## config.mk

```make
export PLATFORM = sky130hd
export DESIGN_NAME = audio_src_sched
export DESIGN_NICKNAME = d
export VERILOG_FILES = /design/src/rtl/audio_src_sched.sv
export SDC_FILE = /design/constraint.sdc
export NUM_CORES = 1
export LEC_CHECK = 0
export CAP_MARGIN = 20
export CELL_PAD_IN_SITES_DETAIL_PLACEMENT = 2
export CELL_PAD_IN_SITES_GLOBAL_PLACEMENT = 2
export CORE_UTILIZATION = 35
export CTS_CLUSTER_SIZE = 24
export DETAILED_ROUTE_END_ITERATION = 8
export PLACE_DENSITY = 0.95
export SYNTH_ARGS = -nofsm -noshare
export SYNTH_HDL_FRONTEND = slang
export SYNTH_SLANG_ARGS = --single-unit
```

## constraint.sdc

```tcl
create_clock -name clk -period 6.95 [get_ports clk]
set_input_delay 1.39 -clock clk [delete_from_list [all_inputs] [get_ports clk]]
set_output_delay 1.39 -clock clk [all_outputs]
set_load 0.005 [all_outputs]
```

## src/rtl/audio_src_sched.sv

```systemverilog
// Speaker source scheduler: fixed-priority grant of music/AM/beep with linear
// fade-in/fade-out gain on every switch, plus the volume/speed settings for the AM generator.
module audio_src_sched #(
  parameter int FADE_STEPS  = 16,
  parameter int STEP_CYCLES = 4096,
  parameter int VOL_DEFAULT = 3
) (
  input  logic        clk,
  input  logic        rst,
  input  logic [2:0]  req,
  input  logic [15:0] src0_audio,
  input  logic [15:0] src1_audio,
  input  logic [15:0] src2_audio,
  input  logic        vol_up,
  input  logic        vol_down,
  input  logic        speed_tgl,
  input  logic        mute,
  output logic [2:0]  grant,
  output logic [15:0] audio_out,
  output logic [2:0]  volume,
  output logic [1:0]  speed,
  output logic        busy
);

  localparam int L  = $clog2(FADE_STEPS);
  localparam int GW = L + 1;
  localparam int PW = 16 + L + 1;
  localparam int CW = (STEP_CYCLES > 1) ? $clog2(STEP_CYCLES) : 1;

  localparam logic [GW-1:0] GAIN_FULL = GW'(FADE_STEPS);
  localparam logic [GW-1:0] GAIN_LAST = GW'(FADE_STEPS - 1);
  localparam logic [CW-1:0] CNT_LAST  = CW'(STEP_CYCLES - 1);

  typedef enum logic [1:0] {IDLE, FADE_IN, PLAY, FADE_OUT} state_t;

  state_t          state, state_next;
  logic [GW-1:0]   gain, gain_next;
  logic [2:0]      cur, cur_next;
  logic [CW-1:0]   cnt;
  logic            tick;
  logic            higher;
  logic            abort;

  assign tick   = (cnt == CNT_LAST);
  // cur is one-hot, so "higher priority" is just any request above the granted bit.
  assign higher = (cur[0] & (req[1] | req[2])) | (cur[1] & req[2]);
  assign abort  = mute | ~|(req & cur) | higher;

  always_comb begin
    // NOTE: every variable gets a default before the case so no path can infer a latch.
    state_next = state;
    gain_next  = gain;
    cur_next   = cur;
    unique case (state)
      IDLE: begin
        gain_next = '0;
        if (!mute && req != 3'b000) begin
          if (req[2])      cur_next = 3'b100;
          else if (req[1]) cur_next = 3'b010;
          else             cur_next = 3'b001;
          state_next = FADE_IN;
        end
      end
      FADE_IN: begin
        if (abort) begin
          state_next = FADE_OUT;
        end else if (tick) begin
          gain_next = gain + 1'b1;
          if (gain == GAIN_LAST) state_next = PLAY;
        end
      end
      PLAY: begin
        gain_next = GAIN_FULL;
        if (abort) state_next = FADE_OUT;
      end
      FADE_OUT: begin
        // Entered with gain 0 (aborted before the first step) exits on its first tick too.
        if (tick) begin
          if (gain <= GW'(1)) begin
            gain_next  = '0;
            cur_next   = 3'b000;
            state_next = IDLE;
          end else begin
            gain_next = gain - 1'b1;
          end
        end
      end
      default: state_next = IDLE;
    endcase
  end

  // NOTE: sequential state uses non-blocking assignments so all registers update together.
  always_ff @(posedge clk) begin
    if (!rst) begin
      state <= IDLE;
      gain  <= '0;
      cur   <= 3'b000;
      cnt   <= '0;
    end else begin
      state <= state_next;
      gain  <= gain_next;
      cur   <= cur_next;
      if (state_next != state || tick) cnt <= '0;
      else                             cnt <= cnt + 1'b1;
    end
  end

  assign grant = cur;
  assign busy  = (state == FADE_IN) || (state == FADE_OUT);

  logic        [15:0]  sel_sample;
  logic signed [PW-1:0] sample_ext;
  logic signed [PW-1:0] gain_ext;
  logic signed [PW-1:0] product;
  logic signed [PW-1:0] scaled;

  always_comb begin
    sel_sample = 16'h0000;
    if (cur[2])      sel_sample = src2_audio;
    else if (cur[1]) sel_sample = src1_audio;
    else if (cur[0]) sel_sample = src0_audio;
  end

  // gain <= FADE_STEPS keeps |sample*gain| within PW signed bits, so truncation is lossless.
  assign sample_ext = {{(L + 1){sel_sample[15]}}, sel_sample};
  assign gain_ext   = {{(PW - GW){1'b0}}, gain};
  assign product    = sample_ext * gain_ext;
  assign scaled     = product >>> L;

  always_ff @(posedge clk) begin
    if (!rst)                audio_out <= 16'h0000;
    else if (state == IDLE)  audio_out <= 16'h0000;
    else                     audio_out <= scaled[15:0];
  end

  always_ff @(posedge clk) begin
    if (!rst) begin
      volume <= 3'(VOL_DEFAULT);
      speed  <= 2'd1;
    end else begin
      if (vol_up && !vol_down && volume < 3'd5)      volume <= volume + 1'b1;
      else if (vol_down && !vol_up && volume > 3'd1) volume <= volume - 1'b1;
      if (speed_tgl) speed <= (speed == 2'd1) ? 2'd2 : 2'd1;
    end
  end

endmodule
```

==> flow_summary_export.csv <==
group,metric,value,unit
run_status,status,"finished, final reports clean",
setup_path,critical_path_class,"input port to flip-flop",
floorplan,die_height,122.0,um
synth,synth_edf_count,0,
synth,synth_most_common_cell,"inv_1",
synth,synth_top_area_share,18.28,%
grt,grt_pass1_vias,5619,
sta,drv_slew,0,
clock_tree,clk_path_buf_depth,2,
clock_tree,cts_resized,0,
sta,hold_viol_final,0,
grt,antenna_found_initial,0,
setup_path,crit_family,"adder cells",
power,p_per_area,117.0,mW/mm2
setup_path,worstSetupStartpointType,"input port",
clock_tree,cts_tree,"built",
power,seq_power_share,37.7,%
setup_path,crit_buf_inv,3,
placed_design,hpwl,14630,um
drt,first_iter_violations,217,
setup_path,slowest_delay,0.59,ns
layout,layout-drive-gt1-share,4.867,%
synth,syn_avg_cell_area,8.271,um2
placed_design,dp_cells,850,
floorplan,die_x,122.0,um
worst_hold_path,hold_start,"cnt[0]$_SDFF_PP0_",
drt,drt-pass1-iter-count,4,
worst_hold_path,hold_class,"flip-flop to flip-flop",
synth,ys_seq_area_share,17.09,%
synth,async_flop_share,0,%
clock_tree,clock_latency,0.30,ns
drt,drc,0,
floorplan,die_area,0.01488,mm2
drt,vias,4703,
floorplan,core,0.01393,mm2
job,maxCapViolCount,0,
placed_design,place.gp.congestion,0.8622,
synth,synth_cell_type_count,65,
synth,syn_area,0.005037,mm2
power,power.internal,0.5007,mW
sta,fmax,164.3,MHz
sta,final.period_utilization,87.56,%
power,leakagePower,2.652,nW
sta,setup_violations,0,
layout,nets,821,
synth,ys.flop_type,"dfxtp_1",
sta,tightest_slew,0.8621,ns
synth,ys_ff_latch,43,
synth,synth_fp_nets,753,
clock_tree,cts_hold_buf,0,
sta,slew_headroom,42.45,%
clock_tree,numCtsBuffers,5,
grt,grt_overflow,0,
synth,syn_inst,609,
grt,grtUsageTotal,28.12,%
floorplan,core.rowCount,43,
setup_path,crit_arrival,6.28,ns
clock_tree,htree_num_levels,2,
clock_tree,clockRootBuffer,"clkbuf_16",
sta,period_minus_slack,6.086,ns
setup_path,worstPathCellList,"clkdlybuf4s50_1, a22oi_1, o21ai_0, and2_1, fa_1, fa_1, inv_1, fa_1, inv_1, ha_1, a21o_1, a21oi_1, nand3_1, a211oi_2, o21ai_1, mux2_4",
sta,finalSetupTns,0,ns
setup_path,reg2reg_from,"grant[0]$_SDFFE_PN0P_",
setup_path,cp-end-kind,"flip-flop",
clock_tree,clk_pin_slew,0.07,ns
floorplan,num_io_pins,82,
grt,grt_max_degree,25,
layout,area_growth,22.35,%
drt,wl_per_cell,23.09,um
setup_path,crit_path_top_delay_cell,"o21ai_0",
layout,diodes,0,
drt,viasPerCell,5.481,
clock_tree,clock_sinks,43,
drt,antenna_left,0,
sta,fin_worst_skew,0.01043,ns
setup_path,crit_path_max_fanout,6,
synth,synthTopCellsByArea,"fa_1, dfxtp_1, ha_1",
setup_path,crit_required,7.14,ns
synth,synth_common_cells,"inv_1, and2_1, fa_1",
drt,wl,19810,um
power,pwr-share-clk,40.3,%
placed_design,port_buffers,81,
power,combPwrFrac,22.0,%
floorplan,start_util,36.15,%
setup_path,cp-startpoint,"src1_audio[5]",
synth,yosysWarnings,0,
clock_tree,post_cts_buffers,0,
grt,grt_pass1_wl,31290,um
synth,synth_top_cell_by_area,"fa_1",
layout,instances_no_fill,858,
power,p_sw,0.2207,mW
power,peakVddDrop,0.07154,mV
power,p_sw_share,30.59,%
power,total_power,0.7214,mW
sta,grt_setup_unrepaired,"false",
setup_path,critPathMostFrequentCell,"fa_1",
-- power groups by stage --
stage	registers (mW)	clock network, mW	logic [mW]
after floorplan	0.267	0	0.0805
after global placement	0.275	0	0.139
after detailed placement	0.277	0	0.153
after CTS	0.272	0.294	0.158
after global routing	0.274	0.301	0.170
final	0.272	0.290	0.159
-- cell usage in the layout, fill, tap and decap left out, types with 3 or more instances in the layout --
master / count
nor3_1: 14
nand3_1: 12
nor2_1: 36
xor2_1: 13
inv_1: 93
a21oi_1: 20
nand3b_1: 4
fa_1: 46
clkdlybuf4s50_1: 81
nand2_1: 44
nor2b_1: 7
a21o_1: 5
dfxtp_1: 43
buf_4: 4
and3_1: 3
nand4_1: 4
o21ai_0: 26
ha_1: 41
clkbuf_16: 5
a22oi_1: 13
xnor2_1: 17
and3b_1: 3
o21ai_1: 9
and2_1: 73
o21a_1: 9
a31oi_1: 4
-- sequential cells by signal (all words and copies together) (netlist names) --
name	cells
cnt	12
gain	5
speed	2
grant	3
audio_out	16
volume	3
state	2
-- worst paths after layout --
| path | slack, ns | to | depth (start not counted) |
|---|---|---|---|
| worst max-delay path | 0.86 | audio_out[13]$_SDFF_PP0_ | 16 |
| worst min-delay path | 0.55 | cnt[0]$_SDFF_PP0_ | 1 |
| worst max register to register | 0.99 | audio_out[13]$_SDFF_PP0_ | 18 |
| worst min register to register | 0.55 | cnt[0]$_SDFF_PP0_ | 1 |
-- cell type report --
cell class	count	area, um2
flip-flops and latches	43	860.8
well taps	180	225.2
clock buffers	5	125.1
multi-input cells	448	3711
inverters	94	352.8
fillers	1560	7771
clock inverters	3	47.55
repair buffers	85	840.8
-- cells by family after synthesis --
family | share of synthesized area, %
DFF | 17.09
muxes | 0.6954
and+or+nand+nor | 23.15
xor gates and xnor gates | 5.216
adders and majority gates | 28.46
buffers and inverters | 9.240
AOI/OAI and AO/OA | 16.15
-- metrics by stage --
step                      worst slack, ns  utilization, %  cell area (um2)  hold WS, ns
final                              0.8642           44.23             6163       0.5542
after CTS                          0.8914           44.23             6163       0.5492
after global routing               0.6619           44.23             6163       0.5782
after global placement             0.9867           42.99             5991       0.4782
after floorplan                     1.905               -             5037       0.4507
after detailed placement           0.7160           42.99             5991       0.5272
-- per-layer routing --
layer	global-route usage [%]	up-vias	part of all wire (%)
met3	3.418	76	3.2
li1	-	2125	-
met1	30.01	2360	38
met4	15.59	0	5.2
met5	0	-	0
met2	53.04	142	54
(Power assumes the default switching activity.)
